**src/rtl/v_sram_op2_seq.sv**
```systemverilog
// Burst sequencer for the dual-port 48-bit operand SRAM: paired-word write/read bursts, 2-deep read buffer.
// Optional macro V_SRAM_SEQ_WRAP_EN: burst addresses wrap modulo 2^ADDR_W instead of rejecting overrange commands.
module v_sram_op2_seq #(
  parameter int ADDR_W = 9,
  parameter int DATA_W = 48,
  parameter int LEN_W  = 9
) (
  input  logic              clock,
  input  logic              reset,
  input  logic              cmd_valid,
  output logic              cmd_ready,
  input  logic              cmd_write,
  input  logic [ADDR_W-1:0] cmd_base,
  input  logic [LEN_W-1:0]  cmd_len,
  input  logic              wr_valid,
  output logic              wr_ready,
  input  logic [DATA_W-1:0] wr_data1,
  input  logic [DATA_W-1:0] wr_data2,
  output logic              rd_valid,
  input  logic              rd_ready,
  output logic [DATA_W-1:0] rd_data1,
  output logic [DATA_W-1:0] rd_data2,
  output logic              sram_we,
  output logic [ADDR_W-1:0] sram_waddr1,
  output logic [ADDR_W-1:0] sram_waddr2,
  output logic [DATA_W-1:0] sram_wdata1,
  output logic [DATA_W-1:0] sram_wdata2,
  output logic [ADDR_W-1:0] sram_raddr1,
  output logic [ADDR_W-1:0] sram_raddr2,
  input  logic [DATA_W-1:0] sram_rdata1,
  input  logic [DATA_W-1:0] sram_rdata2,
  output logic              busy,
  output logic              done,
  output logic              err
);

  typedef enum logic [1:0] {
    ST_IDLE  = 2'd0,
    ST_WRITE = 2'd1,
    ST_READ  = 2'd2
  } state_t;

  state_t              state_r;
  state_t              state_s;
  logic [ADDR_W-1:0]   ptr_r;
  logic [LEN_W-1:0]    wr_rem_r;
  logic [LEN_W-1:0]    iss_rem_r;
  logic [LEN_W-1:0]    pop_rem_r;
  logic                inflight_r;
  logic [1:0]          cnt_r;
  logic                fifo_wp_r;
  logic                fifo_rp_r;
  logic [2*DATA_W-1:0] fifo_r [2];
  logic                done_r;
  logic                err_r;

  logic                cmd_fire_s;
  logic                cmd_bad_s;
  logic                start_wr_s;
  logic                start_rd_s;
  logic                done_set_s;
  logic                err_set_s;
  logic                wr_fire_s;
  logic                pop_s;
  logic                issue_s;
  logic [1:0]          outstanding_s;

`ifdef V_SRAM_SEQ_WRAP_EN
  assign cmd_bad_s = cmd_base[0];
`else
  localparam int SUM_W = ((ADDR_W > LEN_W) ? ADDR_W : LEN_W) + 2;
  logic [SUM_W-1:0] cmd_end_s;
  // A burst ending exactly at the top of the array is legal; one word further is not.
  assign cmd_end_s = SUM_W'(cmd_base) + (SUM_W'(cmd_len) << 1);
  assign cmd_bad_s = cmd_base[0] || (cmd_end_s > (SUM_W'(1'b1) << ADDR_W));
`endif

  assign cmd_ready     = (state_r == ST_IDLE) && !reset;
  assign cmd_fire_s    = cmd_valid && cmd_ready;
  assign wr_ready      = (state_r == ST_WRITE) && (wr_rem_r != {LEN_W{1'b0}});
  assign wr_fire_s     = wr_valid && wr_ready;
  assign rd_valid      = (cnt_r != 2'd0);
  assign pop_s         = rd_valid && rd_ready;
  assign outstanding_s = {1'b0, inflight_r} + cnt_r - {1'b0, pop_s};
  assign issue_s       = (state_r == ST_READ) && (iss_rem_r != {LEN_W{1'b0}}) &&
                         (outstanding_s < 2'd2);
  assign {rd_data1, rd_data2} = fifo_r[fifo_rp_r];
  assign busy          = (state_r != ST_IDLE);
  assign done          = done_r;
  assign err           = err_r;

  // Next-state and burst start/finish decisions.
  always_comb begin
    state_s    = state_r;
    start_wr_s = 1'b0;
    start_rd_s = 1'b0;
    done_set_s = 1'b0;
    err_set_s  = 1'b0;
    case (state_r)
      ST_IDLE: begin
        if (!cmd_fire_s) begin
          state_s = ST_IDLE;
        end else if (cmd_bad_s) begin
          err_set_s = 1'b1;
        end else if (cmd_len == {LEN_W{1'b0}}) begin
          done_set_s = 1'b1;
        end else if (cmd_write) begin
          state_s    = ST_WRITE;
          start_wr_s = 1'b1;
        end else begin
          state_s    = ST_READ;
          start_rd_s = 1'b1;
        end
      end
      ST_WRITE: begin
        if (wr_rem_r == {LEN_W{1'b0}}) begin
          state_s    = ST_IDLE;
          done_set_s = 1'b1;
        end else begin
          state_s = ST_WRITE;
        end
      end
      ST_READ: begin
        if (pop_s && (pop_rem_r == LEN_W'(1'b1))) begin
          state_s    = ST_IDLE;
          done_set_s = 1'b1;
        end else begin
          state_s = ST_READ;
        end
      end
      default: begin
        state_s = ST_IDLE;
      end
    endcase
  end

  // State register and status pulses.
  always_ff @(posedge clock or posedge reset) begin
    if (reset) begin
      state_r <= ST_IDLE;
      done_r  <= 1'b0;
      err_r   <= 1'b0;
    end else begin
      state_r <= state_s;
      done_r  <= done_set_s;
      err_r   <= err_set_s;
    end
  end

  // Address pointer and burst counters; pair 0 of a read is issued on the accept edge.
  always_ff @(posedge clock or posedge reset) begin
    if (reset) begin
      ptr_r     <= {ADDR_W{1'b0}};
      wr_rem_r  <= {LEN_W{1'b0}};
      iss_rem_r <= {LEN_W{1'b0}};
      pop_rem_r <= {LEN_W{1'b0}};
    end else if (start_wr_s) begin
      ptr_r    <= cmd_base;
      wr_rem_r <= cmd_len;
    end else if (start_rd_s) begin
      ptr_r     <= cmd_base + ADDR_W'(2'd2);
      iss_rem_r <= cmd_len - LEN_W'(1'b1);
      pop_rem_r <= cmd_len;
    end else begin
      if (wr_fire_s || issue_s) ptr_r <= ptr_r + ADDR_W'(2'd2);
      if (wr_fire_s) wr_rem_r <= wr_rem_r - LEN_W'(1'b1);
      if (issue_s) iss_rem_r <= iss_rem_r - LEN_W'(1'b1);
      if (pop_s) pop_rem_r <= pop_rem_r - LEN_W'(1'b1);
    end
  end

  // Registered SRAM write port.
  always_ff @(posedge clock or posedge reset) begin
    if (reset) begin
      sram_we     <= 1'b0;
      sram_waddr1 <= {ADDR_W{1'b0}};
      sram_waddr2 <= {ADDR_W{1'b0}};
      sram_wdata1 <= {DATA_W{1'b0}};
      sram_wdata2 <= {DATA_W{1'b0}};
    end else begin
      sram_we <= wr_fire_s;
      if (wr_fire_s) begin
        sram_waddr1 <= ptr_r;
        sram_waddr2 <= ptr_r + ADDR_W'(1'b1);
        sram_wdata1 <= wr_data1;
        sram_wdata2 <= wr_data2;
      end
    end
  end

  // Read address issue and the 2-entry capture FIFO.
  always_ff @(posedge clock or posedge reset) begin
    if (reset) begin
      sram_raddr1 <= {ADDR_W{1'b0}};
      sram_raddr2 <= {ADDR_W{1'b0}};
      inflight_r  <= 1'b0;
      cnt_r       <= 2'd0;
      fifo_wp_r   <= 1'b0;
      fifo_rp_r   <= 1'b0;
      fifo_r[0]   <= {(2*DATA_W){1'b0}};
      fifo_r[1]   <= {(2*DATA_W){1'b0}};
    end else begin
      if (start_rd_s) begin
        sram_raddr1 <= cmd_base;
        sram_raddr2 <= cmd_base + ADDR_W'(1'b1);
      end else if (issue_s) begin
        sram_raddr1 <= ptr_r;
        sram_raddr2 <= ptr_r + ADDR_W'(1'b1);
      end
      inflight_r <= start_rd_s || issue_s;
      if (inflight_r) begin
        fifo_r[fifo_wp_r] <= {sram_rdata1, sram_rdata2};
        fifo_wp_r         <= ~fifo_wp_r;
      end
      if (pop_s) fifo_rp_r <= ~fifo_rp_r;
      cnt_r <= cnt_r + {1'b0, inflight_r} - {1'b0, pop_s};
    end
  end

endmodule

```
**config.mk**
```make
export PLATFORM = sky130hd
export DESIGN_NAME = v_sram_op2_seq
export DESIGN_NICKNAME = d
export VERILOG_FILES = /design/src/rtl/v_sram_op2_seq.sv
export SDC_FILE = /design/constraint.sdc
export NUM_CORES = 1
export LEC_CHECK = 0
export BUFFER_PORTS_ARGS = -buffer_cell sky130_fd_sc_hd__buf_2
export CORE_ASPECT_RATIO = 0.7
export CORE_MARGIN = 5
export CORE_UTILIZATION = 40
export DETAILED_ROUTE_END_ITERATION = 8
export HOLD_SLACK_MARGIN = 0.1
export PLACE_DENSITY = 0.75
export SYNTH_ARGS = -nofsm -noshare
export SYNTH_HDL_FRONTEND = slang
export SYNTH_SLANG_ARGS = --single-unit
```
**constraint.sdc**
```tcl
create_clock -name clock -period 11.7 [get_ports clock]
set_clock_uncertainty 0.15 [all_clocks]
set_input_delay 1.17 -clock clock [delete_from_list [all_inputs] [get_ports clock]]
set_output_delay 1.17 -clock clock [all_outputs]
set_load 0.05 [all_outputs]
```
==> results of run 1 <==
## metal layers
metal | GRT usage | vias to the layer above | wire (µm)
met5 | 0 | - | 0
met4 | 0.06655 | 0 | 1740
met3 | 0.06468 | 101 | 4690
met2 | 0.3266 | 579 | 22290
met1 | 0.2769 | 6408 | 20530
li1 | - | 5938 | -
## synthesized netlist by cell type (all sizes together) (8+ instances only)
library cell / instances / share of area
inv: 22 / 0.0049
o21ai: 42 / 0.013
mux2: 291 / 0.20
o22ai: 8 / 0.0030
o211ai: 10 / 0.0048
mux2i: 8 / 0.0048
clkbuf: 61 / 0.014
dfrtp: 370 / 0.55
buf: 21 / 0.0064
ha: 17 / 0.013
xor2: 15 / 0.0079
nor3: 17 / 0.0054
xnor2: 19 / 0.010
nand3: 26 / 0.0088
nand2: 387 / 0.087
nor2: 42 / 0.0096
a21oi: 30 / 0.0092
## layout make-up
cell class              instances  area, µm²
diodes                          2      5.005
clock buffers                  54       1112
clock inverters                15      259.0
fillers                      3624      20380
inverters                      22      91.34
multi-input cells            1013       7064
flip-flops and latches        370       9263
well taps                     544      680.7
repair buffers                461       2335
## worst max path at each step
stage                from        to  slack, ns  depth (start not counted)
2_1_floorplan       reset  cnt_r[0]       0.11                          1
3_3_place_gp   cmd_len[0]  ptr_r[7]       6.17                         17
3_5_place_dp   cmd_len[0]  ptr_r[7]       6.07                         17
4_1_cts        cmd_len[0]  ptr_r[7]       6.61                         17
5_1_grt        cmd_len[0]  ptr_r[7]       6.29                         17
6_report       cmd_len[0]  ptr_r[7]       6.46                         17
## cells by family (layout without fill, tap and decap cells)
kind of cell               Yosys count  after routing  synth area share
xor gates and xnor gates            34             34           0.01781
AOI/OAI and AO/OA                  145            145           0.05846
buffers and inverters              104            552           0.02522
muxes                              299            299            0.2010
other                                0              2                 0
adders and majority gates           18             18           0.01392
DFF                                370            370            0.5539
and+or+nand+nor                    517            517            0.1296
## placed cells by master, fill, tap and decap left out, types with 5 or more instances in the layout
cell,synthesis,layout
nor2_1,41,41
nand4_1,5,5
o21ai_0,34,34
clkbuf_1,60,7
o21ai_1,8,8
buf_2,7,450
xor2_1,15,15
dfrtp_1,370,369
a211o_1,6,6
a221o_1,6,6
a21oi_1,29,29
nor3_1,16,16
mux2_2,290,290
o22ai_1,8,8
nand2_1,385,383
nand2b_1,7,6
clkbuf_8,0,8
mux2i_1,8,8
bufinv_16,0,7
a22oi_1,5,5
clkinv_2,0,6
buf_4,1,11
clkbuf_16,0,39
nand3_1,24,24
xnor2_1,19,19
ha_1,17,17
nor4_1,7,7
o211ai_1,9,9
inv_1,22,20
## per-stage QoR
stage / util / hold slack [ns] / power (mW) / setup slack, ns / instances
after floorplan: - / 0.3022 / 5.237 / 0.1061 / 1487
after global placement: 0.4718 / 0.3031 / 6.108 / 6.171 / 2410
after detailed placement: 0.4718 / 0.3067 / 6.209 / 6.073 / 2410
after CTS: 0.5051 / 0.3225 / 7.572 / 6.613 / 2479
after global routing: 0.5052 / 0.3431 / 7.909 / 6.290 / 2481
final: 0.5052 / 0.3182 / 7.517 / 6.463 / 2481
## report_power, final
group	switching (mW)	total (mW)	internal (mW)
Sequential	0.393	2.30	1.90
Combinational	2.71	3.89	1.19
Clock	0.509	1.33	0.818
## worst reg2reg max path, cell delays in order (launching register included)
cell and delay, ns:
dfrtp_1 0.37, or2_2 0.35, nand2_1 0.29, inv_1 0.20
ha_1 0.32, inv_1 0.04, ha_1 0.18, xnor2_1 0.13
xnor2_1 0.24, a2111oi_2 0.11, buf_4 0.28, nor2_1 0.82
nor2_1 0.16, or3_1 0.35, a21oi_1 0.14, a21oi_1 0.06
==> results_dict.tcl, run 1 <==
set metrics [dict create \
    synth_cells 1487 \
    finalSetupViolCount 0 \
    place_area_um2 19430 \
    grt_pass1_wl_um 77180 \
    reg.largest.list "fifo_r: 192 flops, sram_wdata1: 48 flops, sram_wdata2: 48 flops" \
    rows 62 \
    initial_core_util 0.4058 \
    grt_usage 0.2080 \
    vias 13030 \
    clock_latency_ns 0.52 \
    cts_setup_buffers 0 \
    numPortBuffers 450 \
    dieHeight_um 181.0 \
    tightest_slew_ns 1.196 \
    htreeDepth 2 \
    grt_pass1_vias 13520 \
    chipWidth_um 254.3 \
    netlist_area_um2 16720 \
    finalHoldViolCount 0 \
    crit_fanout 47 \
    end_kind "register" \
    syn-num-nets 1721 \
    io_pins 451 \
    synth_edf_count 0 \
    tritoncts "done" \
    drv_cap 0 \
    slowest_stage "or4b_4" \
    cts_root_buffer "clkbuf_16" \
    holdCritPathClass "register to register" \
    cts.sinks 370 \
    synth_area_per_cell_um2 11.24 \
    fin_crit_sh 0.4476 \
    grt_max_degree 113 \
    r2r_start "cnt_r[0]" \
    hold_buffers 0 \
    die_area_um2 46040 \
    power_leakage_nw 10.16 \
    drtIter0Drc 704 \
    antenna_found_initial 4 \
    via_per_inst 5.250 \
    min_to "sram_wdata2[27]" \
    min_period_ns 5.237 \
    dp_hpwl_um 35770 \
    max-vdd-ir-drop_mv 0.2084 \
    crit_chain "buf_2 > ha_1 > inv_1 > fa_1 > xor2_1 > nand3_1 > or4b_4 > a21boi_2 > a41o_4 > nand3_4 > o21ai_0 > ha_1 > and3_1 > nand3_1 > mux2i_1 > xnor2_1 > o211ai_2" \
    ys_ff_latch 370 \
    ant_nets 0 \
    rsz0062_at_grt "false" \
    critical_path.max_stage_delay_ns 0.52 \
    status "completed" \
    power_density_nw_per_um2 361.2 \
    wl_per_cell_um 19.85 \
    top_register "fifo_r" \
    finalWeightedCongestion 0.9431 \
    ff2ff_setup_slack_ns 7.37 \
    crit_arrival_ns 5.46 \
    nets 2140 \
    worstRegToRegCells 15 \
    synthArstFlopShare 1.000 \
    wl_um 49250 \
    cp_top_family "simple AND/OR/NAND/NOR gates" \
    fmax_mhz 191.0 \
    synth_cell_types 77 \
    cts.repair.resized 0 \
    crit_buf_inv 2 \
    firstDrtPassIters 6 \
    ys_warn_count 0 \
    startpoint_type "input port" \
    clockBufferDepth 3 \
    drc_errors 0 \
    clk_pin_slew_ns 0.06 \
    criticalPathCategory "input port to register" \
    design_area_um2 20810 \
    ys_seq_area_frac 0.5539 \
    ys.flop_type "dfrtp_1" \
    finalMaxSlewViolations 0 \
    min_from "sram_wdata2[27]" \
    largest_register_ffs 192 \
    cts_buffers 38 \
    finalSetupTns_ns 0 \
    gr-total-overflow 0 \
    drive_above_1_share 0.4331 \
    core_area_um2 41190 \
    hold_depth 2 \
    crit_required_ns 11.92 \
    r2r-end "ptr_r[6]" \
    relSlewSlack 0.2030 \
    area_growth_pct 24.49 \
]
(Power assumes the default switching activity.)
==> inputs of run 2 (changes only) <==
- PLACE_DENSITY: 0.75 -> 0.73
- clock period: 11.7 -> 5.1 ns (I/O delays scaled with it)
==> results_dict.tcl, run 2 (same netlist as run 1, synthesis figures left out) <==
set metrics [dict create \
    multi_input_area_um2 7064 \
    finalSetupViolCount 0 \
    design_area_um2 22680 \
    worstRegToRegCells 15 \
    hold_depth 3 \
    max-vdd-ir-drop_mv 0.5715 \
    top_register "fifo_r" \
    largest_register_ffs 192 \
    mostFrequentLayoutCell "buf_2" \
    ant_nets 0 \
    nets 2339 \
    wl_um 55120 \
    cts_buffers 39 \
    grt_max_degree 141 \
    relSlewSlack 0.2870 \
    clk_pin_slew_ns 0.06 \
    antenna_found_initial 3 \
    cts_root_buffer "clkbuf_16" \
    cts_setup_buffers 0 \
    fmax_mhz 242.9 \
    min_from "cmd_base[3]" \
    r2r-end "ptr_r[5]" \
    fin_crit_sh 0.8073 \
    power_leakage_nw 10.94 \
    htreeDepth 2 \
    end_kind "register" \
    final_cell_mix "450 x buf_2, 383 x nand2_1, 369 x dfrtp_1" \
    min_period_ns 4.117 \
    startpoint_type "input port" \
    power_density_nw_per_um2 763.2 \
    ff2ff_setup_slack_ns 1.39 \
    finalHoldViolCount 0 \
    grt_pass1_wl_um 84930 \
    rsz0062_at_grt "false" \
    crit_fanout 24 \
    place_area_um2 19500 \
    tightest_slew_ns 1.069 \
    gr-total-overflow 0 \
    drv_cap 0 \
    cts.sinks 370 \
    via_per_inst 5.193 \
    core_area_um2 41190 \
    holdCritPathClass "input port to register" \
    num-fill-cells 3287 \
    wl_per_cell_um 20.56 \
    dieHeight_um 181.0 \
    min_to "ptr_r[3]" \
    clock_latency_ns 0.53 \
    firstDrtPassIters 5 \
    finalMaxSlewViolations 0 \
    tritoncts "done" \
    grt_usage 0.2310 \
    status "completed" \
    dp_hpwl_um 36310 \
    die_area_um2 46040 \
    r2r_start "cnt_r[1]" \
    grt_pass1_vias 14890 \
    reg.largest.list "fifo_r: 192 flops, sram_wdata1: 48 flops, sram_wdata2: 48 flops" \
    drive_above_1_share 0.3957 \
    finalWeightedCongestion 0.9210 \
    drtIter0Drc 914 \
    regArea_um2 9263 \
    rows 62 \
    initial_core_util 0.4058 \
    clockBufferDepth 3 \
    drc_errors 0 \
    vias 13920 \
    finalPower_mw 17.31 \
    io_pins 451 \
    area_growth_pct 35.67 \
    chipWidth_um 254.3 \
    criticalPathCategory "input port to register" \
    crit_arrival_ns 4.42 \
    crit_required_ns 5.41 \
    numPortBuffers 450 \
]
run 2: cell count changes in the layout (fill, tap and decap cells not counted), sizes merged:
cell / delta
bufinv: -6
clkbuf: +2
buf: +6
clkinv: +2
inv: +2
dlygate4sd3: +192
diode: +2
run 2: where the power goes:
| group | internal (mW) | switching [mW] | leakage [nW] |
|---|---|---|---|
| combinational | 2.84 | 6.32 | 5.88 |
| clock | 1.61 | 1.20 | 0.621 |
| sequential | 4.36 | 0.969 | 4.45 |
run 2: per-layer routing:
metal  global-route usage  up-vias  wire length (µm)
li1                     -     6329                 -
met1               0.2943     6821             22190
met4              0.08995        0              2335
met3              0.07518      132              5300
met2               0.3672      641             25300
met5                    0        -                 0
run 2: how the worst max path moves through the flow:
| stage | start | to | slack (ns) | cells past startpoint |
|---|---|---|---|---|
| floorplan | reset | cnt_r[0] | -0.53 | 1 |
| global placement | cmd_len[0] | ptr_r[7] | 0.63 | 18 |
| detailed placement | cmd_len[0] | iss_rem_r[4] | 0.47 | 18 |
| CTS | cmd_len[0] | iss_rem_r[4] | 1.03 | 18 |
| global route | cmd_len[0] | iss_rem_r[4] | 0.78 | 18 |
| finish | cmd_len[0] | iss_rem_r[4] | 0.98 | 18 |
run 2: critical path: stages:
cell and delay, ns:
buf_2 0.19, ha_1 0.23, inv_1 0.07, fa_1 0.41
xor2_1 0.17, nand3_1 0.16, or4b_4 0.52, a21boi_2 0.19
a41o_4 0.30, nand3_4 0.13, buf_4 0.26, a21boi_1 0.23
ha_1 0.31, nand2_1 0.15, nor3_1 0.21, xor2_1 0.18
nor2_1 0.06, a21oi_1 0.15
run 2: area by class of cell:
cell class | count | area share
multi-input combinational | 1013 | 0.3115
inverter | 22 | 0.003862
clock inverter | 13 | 0.004745
sequential | 370 | 0.4084
tap | 544 | 0.03001
clock buffer | 56 | 0.05026
antenna | 4 | 0.0004414
timing repair buffer | 659 | 0.1908
run 2: metrics by stage:
stage	cells	setup TNS (ns)	hold slack, ns	setup WS (ns)	utilization
6_report	2681	0	0.1418	0.9827	0.5506
5_1_grt	2680	0	0.1259	0.7766	0.5505
4_1_cts	2677	0	0.1101	1.029	0.5503
3_5_place_dp	2416	0	0.3069	0.4749	0.4734
3_3_place_gp	2416	0	0.3022	0.6274	0.4734
2_1_floorplan	1487	-194.68	0.3022	-0.5262	-
run 2: what timing repair did:
action	in CTS	in global routing
endpoints found under the hold margin	297	0
resized for setup	0	0
hold buffers	192	0
==> inputs of run 3 (changes only) <==
- PLACE_DENSITY: 0.73 -> 0.75
- clock period: 5.1 -> 3.5 ns (I/O delays scaled with it)
==> results_dict.tcl, run 3 (same netlist as run 1, synthesis figures left out) <==
set metrics [dict create \
    drive_above_1_share 0.4243 \
    finalMaxSlewViolations 0 \
    max-vdd-ir-drop_mv 0.6549 \
    numPortBuffers 450 \
    drv_cap 0 \
    hold_ws_ns 0.1342 \
    postLayoutCoreUtil 0.5754 \
    finalSetupTns_ns 0 \
    holdCritPathClass "input port to register" \
    final_cell_mix "450 x buf_2, 382 x nand2_1, 369 x dfrtp_1" \
    initial_core_util 0.4058 \
    cp_top_family "compound AO/OA/AOI/OAI gates" \
    startpoint_type "input port" \
    largest_register_ffs 192 \
    grt_max_degree 109 \
    slowest_stage "dlygate4sd3_1" \
    crit_top_cell "buf_4" \
    vias 14450 \
    finalHoldViolCount 0 \
    hold_depth 3 \
    top_register "fifo_r" \
    clk_pin_slew_ns 0.07 \
    power_density_nw_per_um2 1098 \
    finalWeightedCongestion 0.9323 \
    place_area_um2 20140 \
    crit_chain "dlygate4sd3_1 > buf_2 > ha_2 > o21a_1 > o21a_1 > o32ai_4 > buf_4 > o2111a_2 > a41o_4 > and2_4 > nand2_2 > a21boi_2 > ha_2 > buf_4 > buf_4 > inv_1 > nor2_1 > xnor2_1 > o21ai_0" \
    wl_um 57030 \
    gr-total-overflow 0 \
    rsz0062_at_grt "true" \
    ant_nets 0 \
    antenna_found_initial 5 \
    core_area_um2 41190 \
    die_area_um2 46040 \
    rows 62 \
    crit_fanout 6 \
    grt_pass1_wl_um 88800 \
    pre_cts_ws_ns -0.2368 \
    tritoncts "done" \
    regArea_um2 9263 \
    crit_arrival_ns 3.67 \
    reg.largest.list "fifo_r: 192 flops, sram_wdata1: 48 flops, sram_wdata2: 48 flops" \
    min_period_ns 3.423 \
    num-fill-cells 3242 \
    chipWidth_um 254.3 \
    tightest_slew_ns 0.7722 \
    drc_errors 0 \
    path_depth 19 \
    status "completed" \
    grt_pass1_vias 15560 \
    area_growth_pct 41.80 \
    worstRegToRegCells 14 \
    criticalPathCategory "input port to register" \
    grt_usage 0.2399 \
    wl_per_cell_um 20.65 \
    mostFrequentLayoutCell "buf_2" \
    crit_buf_inv 6 \
    firstDrtPassIters 6 \
    critical_path.max_stage_delay_ns 0.54 \
    setup_ws_ns 0.07741 \
    io_pins 451 \
    dp_hpwl_um 37870 \
    end_kind "register" \
    cts_root_buffer "clkbuf_16" \
    crit_required_ns 3.74 \
    design_area_um2 23700 \
    clock_latency_ns 0.52 \
    finalSetupViolCount 0 \
    relSlewSlack 0.4852 \
    htreeDepth 2 \
    drtIter0Drc 1035 \
    cts_buffers 39 \
    via_per_inst 5.232 \
    fin_crit_sh 0.9779 \
    clockBufferDepth 3 \
    multi_input_area_um2 7196 \
    power_leakage_nw 11.44 \
    nets 2419 \
    cts.sinks 370 \
    dieHeight_um 181.0 \
    fmax_mhz 292.2 \
]
run 3: per-layer routing:
metal  vias to the layer above  wire length, µm  global-route usage
met5                         -                0                   0
met4                         0             2281             0.08287
met3                       142             5149             0.07015
met2                       657            27150              0.3970
met1                      7175            22450              0.3018
li1                       6476                -                   -
run 3: final timing paths:
path | endpoint | slack, ns | startpoint
max | iss_rem_r[6] | 0.08 | cmd_base[8]
min | wr_rem_r[7] | 0.13 | cmd_len[7]
max reg2reg | ptr_r[4] | 0.17 | cnt_r[0]
min reg2reg | sram_wdata2[4] | 0.33 | sram_wdata2[4]
max in group asynchronous | sram_wdata2[17] | 1.84 | reset
min in group asynchronous | err | 0.35 | reset
run 3: worst min-delay path, stage by stage:
cell and delay (ns):
buf_2 0.10, buf_4 0.16, a221o_1 0.16
run 3: timing repair:
item	in CTS	in global routing
buffers inserted	0	3
resized for setup	0	13
hold buffers	202	0
endpoints found under the setup margin	0	10
hold endpoints to repair	319	0
run 3: per-stage QoR:
stage	cells	power, mW
2_1_floorplan	1487	17.54
3_3_place_gp	2483	20.69
3_5_place_dp	2483	21.02
4_1_cts	2754	25.92
5_1_grt	2762	27.27
6_report	2762	26.03
run 3: report_power, final:
| part | total [mW] | switching [mW] | internal [mW] | leakage (nW) |
|---|---|---|---|---|
| clock network | 4.60 | 1.76 | 2.84 | 0.702 |
| registers | 7.70 | 1.34 | 6.36 | 4.45 |
| logic | 13.7 | 9.37 | 4.36 | 6.29 |
run 3: final cells by class:
cell class / count / share of cell area
flip-flops and latches: 370 / 0.3908
multi-input cells: 1013 / 0.3036
clock inverters: 15 / 0.01161
inverters: 22 / 0.003801
repair buffers: 739 / 0.2123
well taps: 544 / 0.02872
clock buffers: 54 / 0.04872
diodes: 5 / 0.0005279
